## src/rtl/wb_stage_if.sv

```systemverilog
// Memory-stage-to-writeback handshake plus register-file write port of wb_stage.
// master = upstream memory stage side, slave = the writeback stage itself.
interface wb_stage_if #(
    parameter int DW = 8,
    parameter int AW = 2
);
    // Handshake: a transfer happens on a rising edge where in_valid && in_ready;
    // in_ready never depends on in_valid, and in_valid/payload are sampled only then.
    logic          in_valid;
    logic          in_ready;
    logic          in_we;
    logic [AW-1:0] in_rd;
    logic [DW-1:0] in_alu;
    logic [DW-1:0] in_mem;
    logic          in_sel_mem;
    logic          in_sp_inc;
    logic          in_sp_dec;
    logic          flush;

    logic          rf_we;
    logic [AW-1:0] rf_wr_addr;
    logic [DW-1:0] rf_wr_data;
    logic          rf_sp_inc;
    logic          rf_sp_dec;

    modport master (
        output in_valid, in_we, in_rd, in_alu, in_mem, in_sel_mem,
               in_sp_inc, in_sp_dec, flush,
        input  in_ready, rf_we, rf_wr_addr, rf_wr_data, rf_sp_inc, rf_sp_dec
    );

    modport slave (
        input  in_valid, in_we, in_rd, in_alu, in_mem, in_sel_mem,
               in_sp_inc, in_sp_dec, flush,
        output in_ready, rf_we, rf_wr_addr, rf_wr_data, rf_sp_inc, rf_sp_dec
    );
endinterface

```

## src/rtl/wb_stage.sv

```systemverilog
// Writeback stage: registers one retiring instruction and drives the register-file write
// port and SP controls. Defining WB_FWD_EN adds the fwd_* bypass tap.
module wb_stage #(
    parameter int DW      = 8,
    parameter int AW      = 2,
    parameter int SP_ADDR = 3
) (
    input  logic          clk,
    input  logic          rst_n,
    wb_stage_if.slave     bus,
    output logic          busy,
    output logic [1:0]    dbg_state
`ifdef WB_FWD_EN
    ,
    output logic          fwd_valid,
    output logic [AW-1:0] fwd_addr,
    output logic [DW-1:0] fwd_data
`endif
);

    localparam logic [AW-1:0] SP_IDX = AW'(SP_ADDR);

    typedef enum logic [1:0] {
        S_IDLE     = 2'd0,
        S_WB       = 2'd1,
        S_SPLIT_SP = 2'd2,
        S_SPLIT_WR = 2'd3
    } state_e;

    state_e        state_q, state_d;
    logic [DW-1:0] data_q, data_d;
    logic          rf_we_q, rf_we_d;
    logic [AW-1:0] rf_wr_addr_q, rf_wr_addr_d;
    logic [DW-1:0] rf_wr_data_q, rf_wr_data_d;
    logic          rf_sp_inc_q, rf_sp_inc_d;
    logic          rf_sp_dec_q, rf_sp_dec_d;

    logic          in_ready_c;
    logic          transfer;
    logic [DW-1:0] cap_data;
    logic          cap_inc;
    logic          cap_dec;
    logic          conflict;

    // SPLIT_SP must always be followed by SPLIT_WR, so nothing new may enter there.
    always_comb begin
        in_ready_c = rst_n && !bus.flush && (state_q != S_SPLIT_SP);
        transfer   = bus.in_valid && in_ready_c;
        cap_data   = bus.in_sel_mem ? bus.in_mem : bus.in_alu;
        cap_inc    = bus.in_sp_inc;
        cap_dec    = bus.in_sp_dec && !bus.in_sp_inc;
        conflict   = bus.in_we && (bus.in_rd == SP_IDX) && (cap_inc || cap_dec);
    end

    always_comb begin
        state_d      = state_q;
        data_d       = data_q;
        rf_we_d      = 1'b0;
        rf_wr_addr_d = rf_wr_addr_q;
        rf_wr_data_d = rf_wr_data_q;
        rf_sp_inc_d  = 1'b0;
        rf_sp_dec_d  = 1'b0;
        case (state_q)
            S_SPLIT_SP: begin
                // Flush is ignored here so the R3 write of a split instruction always lands.
                state_d      = S_SPLIT_WR;
                rf_we_d      = 1'b1;
                rf_wr_addr_d = SP_IDX;
                rf_wr_data_d = data_q;
            end
            default: begin
                if (transfer) begin
                    data_d      = cap_data;
                    rf_sp_inc_d = cap_inc;
                    rf_sp_dec_d = cap_dec;
                    if (conflict) begin
                        state_d = S_SPLIT_SP;
                    end else begin
                        state_d = S_WB;
                        rf_we_d = bus.in_we;
                        if (bus.in_we) begin
                            rf_wr_addr_d = bus.in_rd;
                            rf_wr_data_d = cap_data;
                        end
                    end
                end else begin
                    state_d = S_IDLE;
                end
            end
        endcase
    end

    always_ff @(posedge clk or negedge rst_n) begin
        if (!rst_n) begin
            state_q      <= S_IDLE;
            data_q       <= '0;
            rf_we_q      <= 1'b0;
            rf_wr_addr_q <= '0;
            rf_wr_data_q <= '0;
            rf_sp_inc_q  <= 1'b0;
            rf_sp_dec_q  <= 1'b0;
        end else begin
            state_q      <= state_d;
            data_q       <= data_d;
            rf_we_q      <= rf_we_d;
            rf_wr_addr_q <= rf_wr_addr_d;
            rf_wr_data_q <= rf_wr_data_d;
            rf_sp_inc_q  <= rf_sp_inc_d;
            rf_sp_dec_q  <= rf_sp_dec_d;
        end
    end

    assign bus.in_ready   = in_ready_c;
    assign bus.rf_we      = rf_we_q;
    assign bus.rf_wr_addr = rf_wr_addr_q;
    assign bus.rf_wr_data = rf_wr_data_q;
    assign bus.rf_sp_inc  = rf_sp_inc_q;
    assign bus.rf_sp_dec  = rf_sp_dec_q;
    assign busy           = (state_q != S_IDLE);
    assign dbg_state      = state_q;

`ifdef WB_FWD_EN
    assign fwd_valid = rf_we_q;
    assign fwd_addr  = rf_wr_addr_q;
    assign fwd_data  = rf_wr_data_q;
`endif

endmodule

```

## src/flat_wrapper.sv

```systemverilog
// flat-port wrapper written by rule: the top's interface ports become plain ports
module wb_stage_flat 
#(
    parameter int DW      = 8,
    parameter int AW      = 2,
    parameter int SP_ADDR = 3
)
  (clk, rst_n, busy, dbg_state, bus_in_valid, bus_in_we, bus_in_rd, bus_in_alu, bus_in_mem, bus_in_sel_mem, bus_in_sp_inc, bus_in_sp_dec, bus_flush, bus_in_ready, bus_rf_we, bus_rf_wr_addr, bus_rf_wr_data, bus_rf_sp_inc, bus_rf_sp_dec);
  wb_stage_if #(.DW(DW), .AW(AW)) bus_i ();
  input  logic clk;
  input  logic rst_n;
  output logic busy;
  output logic [1:0] dbg_state;
  input wire logic [$bits(bus_i.in_valid)-1:0] bus_in_valid;
  input wire logic [$bits(bus_i.in_we)-1:0] bus_in_we;
  input wire logic [$bits(bus_i.in_rd)-1:0] bus_in_rd;
  input wire logic [$bits(bus_i.in_alu)-1:0] bus_in_alu;
  input wire logic [$bits(bus_i.in_mem)-1:0] bus_in_mem;
  input wire logic [$bits(bus_i.in_sel_mem)-1:0] bus_in_sel_mem;
  input wire logic [$bits(bus_i.in_sp_inc)-1:0] bus_in_sp_inc;
  input wire logic [$bits(bus_i.in_sp_dec)-1:0] bus_in_sp_dec;
  input wire logic [$bits(bus_i.flush)-1:0] bus_flush;
  output wire logic [$bits(bus_i.in_ready)-1:0] bus_in_ready;
  output wire logic [$bits(bus_i.rf_we)-1:0] bus_rf_we;
  output wire logic [$bits(bus_i.rf_wr_addr)-1:0] bus_rf_wr_addr;
  output wire logic [$bits(bus_i.rf_wr_data)-1:0] bus_rf_wr_data;
  output wire logic [$bits(bus_i.rf_sp_inc)-1:0] bus_rf_sp_inc;
  output wire logic [$bits(bus_i.rf_sp_dec)-1:0] bus_rf_sp_dec;
  assign bus_i.in_valid = bus_in_valid;
  assign bus_i.in_we = bus_in_we;
  assign bus_i.in_rd = bus_in_rd;
  assign bus_i.in_alu = bus_in_alu;
  assign bus_i.in_mem = bus_in_mem;
  assign bus_i.in_sel_mem = bus_in_sel_mem;
  assign bus_i.in_sp_inc = bus_in_sp_inc;
  assign bus_i.in_sp_dec = bus_in_sp_dec;
  assign bus_i.flush = bus_flush;
  assign bus_in_ready = bus_i.in_ready;
  assign bus_rf_we = bus_i.rf_we;
  assign bus_rf_wr_addr = bus_i.rf_wr_addr;
  assign bus_rf_wr_data = bus_i.rf_wr_data;
  assign bus_rf_sp_inc = bus_i.rf_sp_inc;
  assign bus_rf_sp_dec = bus_i.rf_sp_dec;
  wb_stage #(.DW(DW), .AW(AW), .SP_ADDR(SP_ADDR)) u_core (.clk(clk), .rst_n(rst_n), .bus(bus_i), .busy(busy), .dbg_state(dbg_state));
endmodule
```

## config.mk

```make
export PLATFORM = sky130hd
export DESIGN_NAME = wb_stage_flat
export DESIGN_NICKNAME = d
export VERILOG_FILES = /design/src/rtl/wb_stage_if.sv /design/src/rtl/wb_stage.sv /design/src/flat_wrapper.sv
export SDC_FILE = /design/constraint.sdc
export NUM_CORES = 1
export LEC_CHECK = 0
export CAP_MARGIN = 40
export CORE_MARGIN = 3
export CORE_UTILIZATION = 45
export CTS_CLUSTER_SIZE = 16
export DETAILED_ROUTE_END_ITERATION = 10
export DONT_BUFFER_PORTS = 1
export PLACE_DENSITY = 0.64
export SYNTH_ARGS = -nofsm -noshare
export SYNTH_HDL_FRONTEND = slang
export SYNTH_SLANG_ARGS = --single-unit
```

## constraint.sdc

```tcl
create_clock -name clk -period 3.45 [get_ports clk]
set_input_delay 0 -clock clk [delete_from_list [all_inputs] [get_ports clk]]
set_output_delay 0 -clock clk [all_outputs]
set_load 0.01 [all_outputs]
```

* After elaboration in Yosys (flattened, before gate mapping) *
Cells that the tools add are included.

cells by class
  equality and inequality tests = 4
  mux-type cells = 19
  bitwise logic cells = 1
  reduce and logical (&&, ||, !) cells = 14

operator list
  operator              count
  $mux W8               5
  $mux W2               7
  $mux W1               7
  $logic_and A1 B1 Y1   6
  $reduce_bool A2 Y1    3
  $eq A2 B2 Y1 const B  2
  $ne A2 B2 Y1 const B  2
  $reduce_and A3 Y1     1
  $logic_not A1 Y1      2
  $reduce_and A2 Y1     1
  $logic_or A1 B1 Y1    1
  $not A1 Y1            1

storage, ports and cells
  register bits = 23
  bits of input ports = 26
  output and inout bits = 17
  word-level logic and storage cells = 45

* Logic depth before layout (Yosys ltp) *
  word-level depth = 7
  depth in mapped cells = 4
  gate-level depth less buffers = 3

* Worst setup path before layout *
Ideal clock, no wire load.

  path type = register to register
  from = reg u_core.state_q[1] (netlist: u_core.dbg_state[1])
  to = reg u_core.data_q[1]
  setup time = 0.125 ns
  arrival = 1.422 ns
  data required time = 3.325 ns
  setup slack = 1.903 ns
  cell stages (with the launch flop) = 5
  path buffers = 1
  clock period less this slack = 1.547 ns
  cell sequence = dfrtp_1 > nor2b_1 > or3b_4 > buf_6 > mux2_4

on the way
  word-level cells in the longest chain between the ends = 4
  elaborated cells between the ends (all ways) = 6
  classes of those cells = eq/ne: 2; bitwise: 1; reduce/logical: 3

ends and longest elaborated chain
  element                               line             source
  start, declared                       wb_stage.sv:30   state_e state_q, state_d;
  start signal, assigned                wb_stage.sv:103  state_q <= state_d;
  $ne A2 B2 Y1                          wb_stage.sv:47   in_ready_c = rst_n && !bus.flush && (state_q != S_SPLIT_SP);
  $logic_and A1 B1 Y1                   wb_stage.sv:47
  $logic_and A1 B1 Y1                   wb_stage.sv:48   transfer = bus.in_valid && in_ready_c;
  $reduce_and A2 Y1 (no source line) *  n/a
  end signal, assigned                  wb_stage.sv:104  data_q <= data_d;
  end, declared                         wb_stage.sv:31   logic [DW-1:0] data_q, data_d;

Mark *: on every way between the ends. The rest lies on a longest branch, timed or not.
A chain may end at the register's enable or synchronous reset.

* Worst setup path after layout *
  from = reg u_core.state_q[1] (netlist: u_core.dbg_state[1])
  to = reg u_core.rf_sp_dec_q (netlist: u_core.bus.rf_sp_dec)

on the way
  word-level cells in the longest chain between the ends = 5
  elaborated cells between the ends (all ways) = 6
  classes of those cells = eq/ne: 2; mux: 2; reduce/logical: 2

ends and longest elaborated chain
  element                 line             source
  $ne A2 B2 Y1            wb_stage.sv:47
  $logic_and A1 B1 Y1     wb_stage.sv:47
  $logic_and A1 B1 Y1     wb_stage.sv:48
  $mux W1                 wb_stage.sv:72   if (transfer) begin
  $mux W1 *               wb_stage.sv:63   case (state_q)
  via u_core.rf_sp_dec_d  wb_stage.sv:36   logic rf_sp_dec_q, rf_sp_dec_d;
  end signal, assigned    wb_stage.sv:109  rf_sp_dec_q <= rf_sp_dec_d;
  end, declared           wb_stage.sv:36

The timed path passes the listed nets; every way through them passes the cells marked *.

==> out/metrics.yaml <==
run_status:
  run_status: "finished clean"
finish:
  antenna_cells: 0
  nets: 132
  area.growth.synth_to_final_pct: 26.0
  layout.cells.most_common: "mux2_2"
  final_cell_mix: "mux2_2, dlygate4sd3_1, dfrtp_1"
  drive_above_1_share: 0.390
run:
  drv_cap: 0
sta:
  clock_skew_ns: 0.00736
  drv_slew: 0
  hold_viol: 0
  worst_pin_slew_ns: 0.661
  fin_setup_tns_ns: 0
  finalCritPeriodShare: 0.577
  rsz0062_at_grt: "no"
  fmax_mhz: 502
  slew-limit-headroom: 0.559
  fin_crit_ns: 1.99
  hold_ws_ns: 0.0189
  finalSetupViolCount: 0
grt:
  grt-ovfl-total: 0
  grt_usage: 0.159
  grt_max_degree: 24
  antenna_found_initial: 0
  grt_pass1_vias: 801
  grt_pass1_wl_um: 3860
worst_setup_path:
  arrival_ns: 2.25
  slowest_delay_ns: 0.56
  worstPathRequired_ns: 3.71
  worstPathMaxFanout: 11
  worstSetupPathType: "flop to flop"
  cp_cell_sequence: "nor2b_1, or3b_4, nor3b_1, dlygate4sd3_1"
  cp-start-kind: "flop"
  end_kind: "flop"
  slowest_stage: "dlygate4sd3_1"
die:
  fp.dieArea_um2: 3170
  core_area_um2: 2300
  io_pins: 43
  die_h_um: 56.3
  rows: 17
  start_util: 0.495
  die_x_um: 56.3
clocking:
  cts.clk_slew.worst_paths_ns: 0.13
  htree_levels: 1
  post-cts-setup-buffers: 0
  cts_buffers: 3
  cts_tree: "built"
  tritoncts_num_sinks: 23
  cts_buffer_depth: 2
  worstSkewPairLatency_ns: 0.30
  cts_root_buf: "clkbuf_4"
logic_synthesis:
  synth_area_leader_cell: "dfrtp_1"
  synth_top_cell_area_share: 0.506
  syn_area_per_cell_um2: 14.4
  ys_ff_latch: 23
  mappedNetlistNets: 105
  synthesis.area_um2: 1140
  synthTopCellsByArea: "dfrtp_1, mux2_2, mux2_4, o31ai_4, o41ai_1"
  synth_warnings: 0
  synth_cell_types: 20
  yosysSeqAreaShare: 0.506
  syn_inst: 79
placed_design:
  dp_hpwl_um: 1460
  gp_congestion: 0.705
  numPortBuffers: 0
detailed_routing:
  first_iter_violations: 12
  wl_per_cell_um: 17.7
  via_per_inst: 5.47
  via_count: 727
  ant_nets: 0
  drc: 0
  first_pass_iters: 4
  drt-total-wl_um: 2350
pwr:
  power_density_nw_per_um2: 510
  p_leak_nw: 0.626
  p_total_uw: 730
  ir_drop_v: 0.000313
worst_hold_path:
  holdCritPathClass: "input pin to flop"
-- per-layer routing --
metal,share of wire,track usage
met5,0,0
met4,0.0055,0.0610
met3,0.064,0.0437
met2,0.50,0.265
met1,0.43,0.193
-- cells by family (layout without fill, tap and decap cells) --
family                 after synthesis  after routing  share of synthesized area
and+or+nand+nor                     10             10                     0.0583
muxes                               32             32                      0.340
AOI/OAI and AO/OA                    8              8                     0.0671
DFF                                 23             23                      0.506
buffers and inverters                6             32                     0.0286
-- cells in the mapped netlist --
library cell / number
mux2_2: 25
dfrtp_1: 23
mux2_4: 7
inv_1: 3
buf_2: 2
nand2b_1: 2
o211ai_1: 2
o21ai_0: 2
o41ai_1: 2
and3_2: 1
buf_6: 1
nand2_1: 1
nor2_1: 1
nor2b_1: 1
nor3b_1: 1
o2111a_2: 1
o31ai_4: 1
or2_2: 1
or3b_4: 1
or4_1: 1
-- cell type report --
| class | instances | area (µm²) |
|---|---|---|
| Timing Repair Buffer | 25 | 255 |
| Tap cell | 28 | 35.0 |
| Inverter | 3 | 11.3 |
| Fill cell | 178 | 865 |
| Clock buffer | 4 | 26.3 |
| Multi-Input combinational cell | 50 | 529 |
| Sequential cell | 23 | 576 |
-- power breakdown --
group / switching (mW) / total [mW] / leakage, nW / internal [mW]
sequential: 0.0818 / 0.433 / 0.279 / 0.351
clock: 0.0783 / 0.123 / 0.0150 / 0.0451
combinational: 0.0558 / 0.174 / 0.332 / 0.118
total: 0.216 / 0.730 / 0.626 / 0.514
-- metrics by stage --
step	worst slack [ns]	utilization	area [µm²]	instances
3_5_place_dp	1.70	0.501	1150	104
3_3_place_gp	1.73	0.501	1150	104
2_1_floorplan	1.90	-	1140	79
4_1_cts	1.45	0.613	1410	131
5_1_grt	1.40	0.624	1430	133
6_report	1.46	0.624	1430	133
-- path summary, 6_finish.rpt --
| path | from | endpoint | slack (ns) | depth (start not counted) |
|---|---|---|---|---|
| min in group asynchronous | rst_n | u_core.bus.rf_sp_dec | 0.51 | 2 |
| hold reg to reg | u_core.data_q[0] | u_core.data_q[0] | 0.52 | 1 |
| setup / recovery | u_core.dbg_state[1] | u_core.bus.rf_sp_dec | 1.46 | 4 |
| hold / removal | bus_in_rd[0] | u_core.dbg_state[1] | 0.02 | 3 |
| setup reg to reg | u_core.dbg_state[1] | u_core.bus.rf_sp_dec | 1.46 | 4 |
| max in group asynchronous | rst_n | u_core.bus.rf_we | 2.53 | 3 |
-- sequential cells by signal, summed over array words and instances (netlist names) --
| register | count |
|---|---|
| u_core.bus.rf_wr_data | 8 |
| u_core.data_q | 8 |
| u_core.bus.rf_wr_addr | 2 |
| u_core.dbg_state | 2 |
| u_core.bus.rf_sp_dec | 1 |
| u_core.bus.rf_sp_inc | 1 |
| u_core.bus.rf_we | 1 |
-- worst max-delay path, delay by kind of cell, from the launching register on --
kind	cells	cell delay, ns
AND/OR/NAND/NOR	3	0.93
flip-flops	1	0.46
buffers and inverters	1	0.56
-- what timing repair did --
action	CTS	global route
resized for setup	0	0
hold buffers	23	1
endpoints found under the hold margin	36	4
Note: power is estimated with default switching activity, not from simulation.
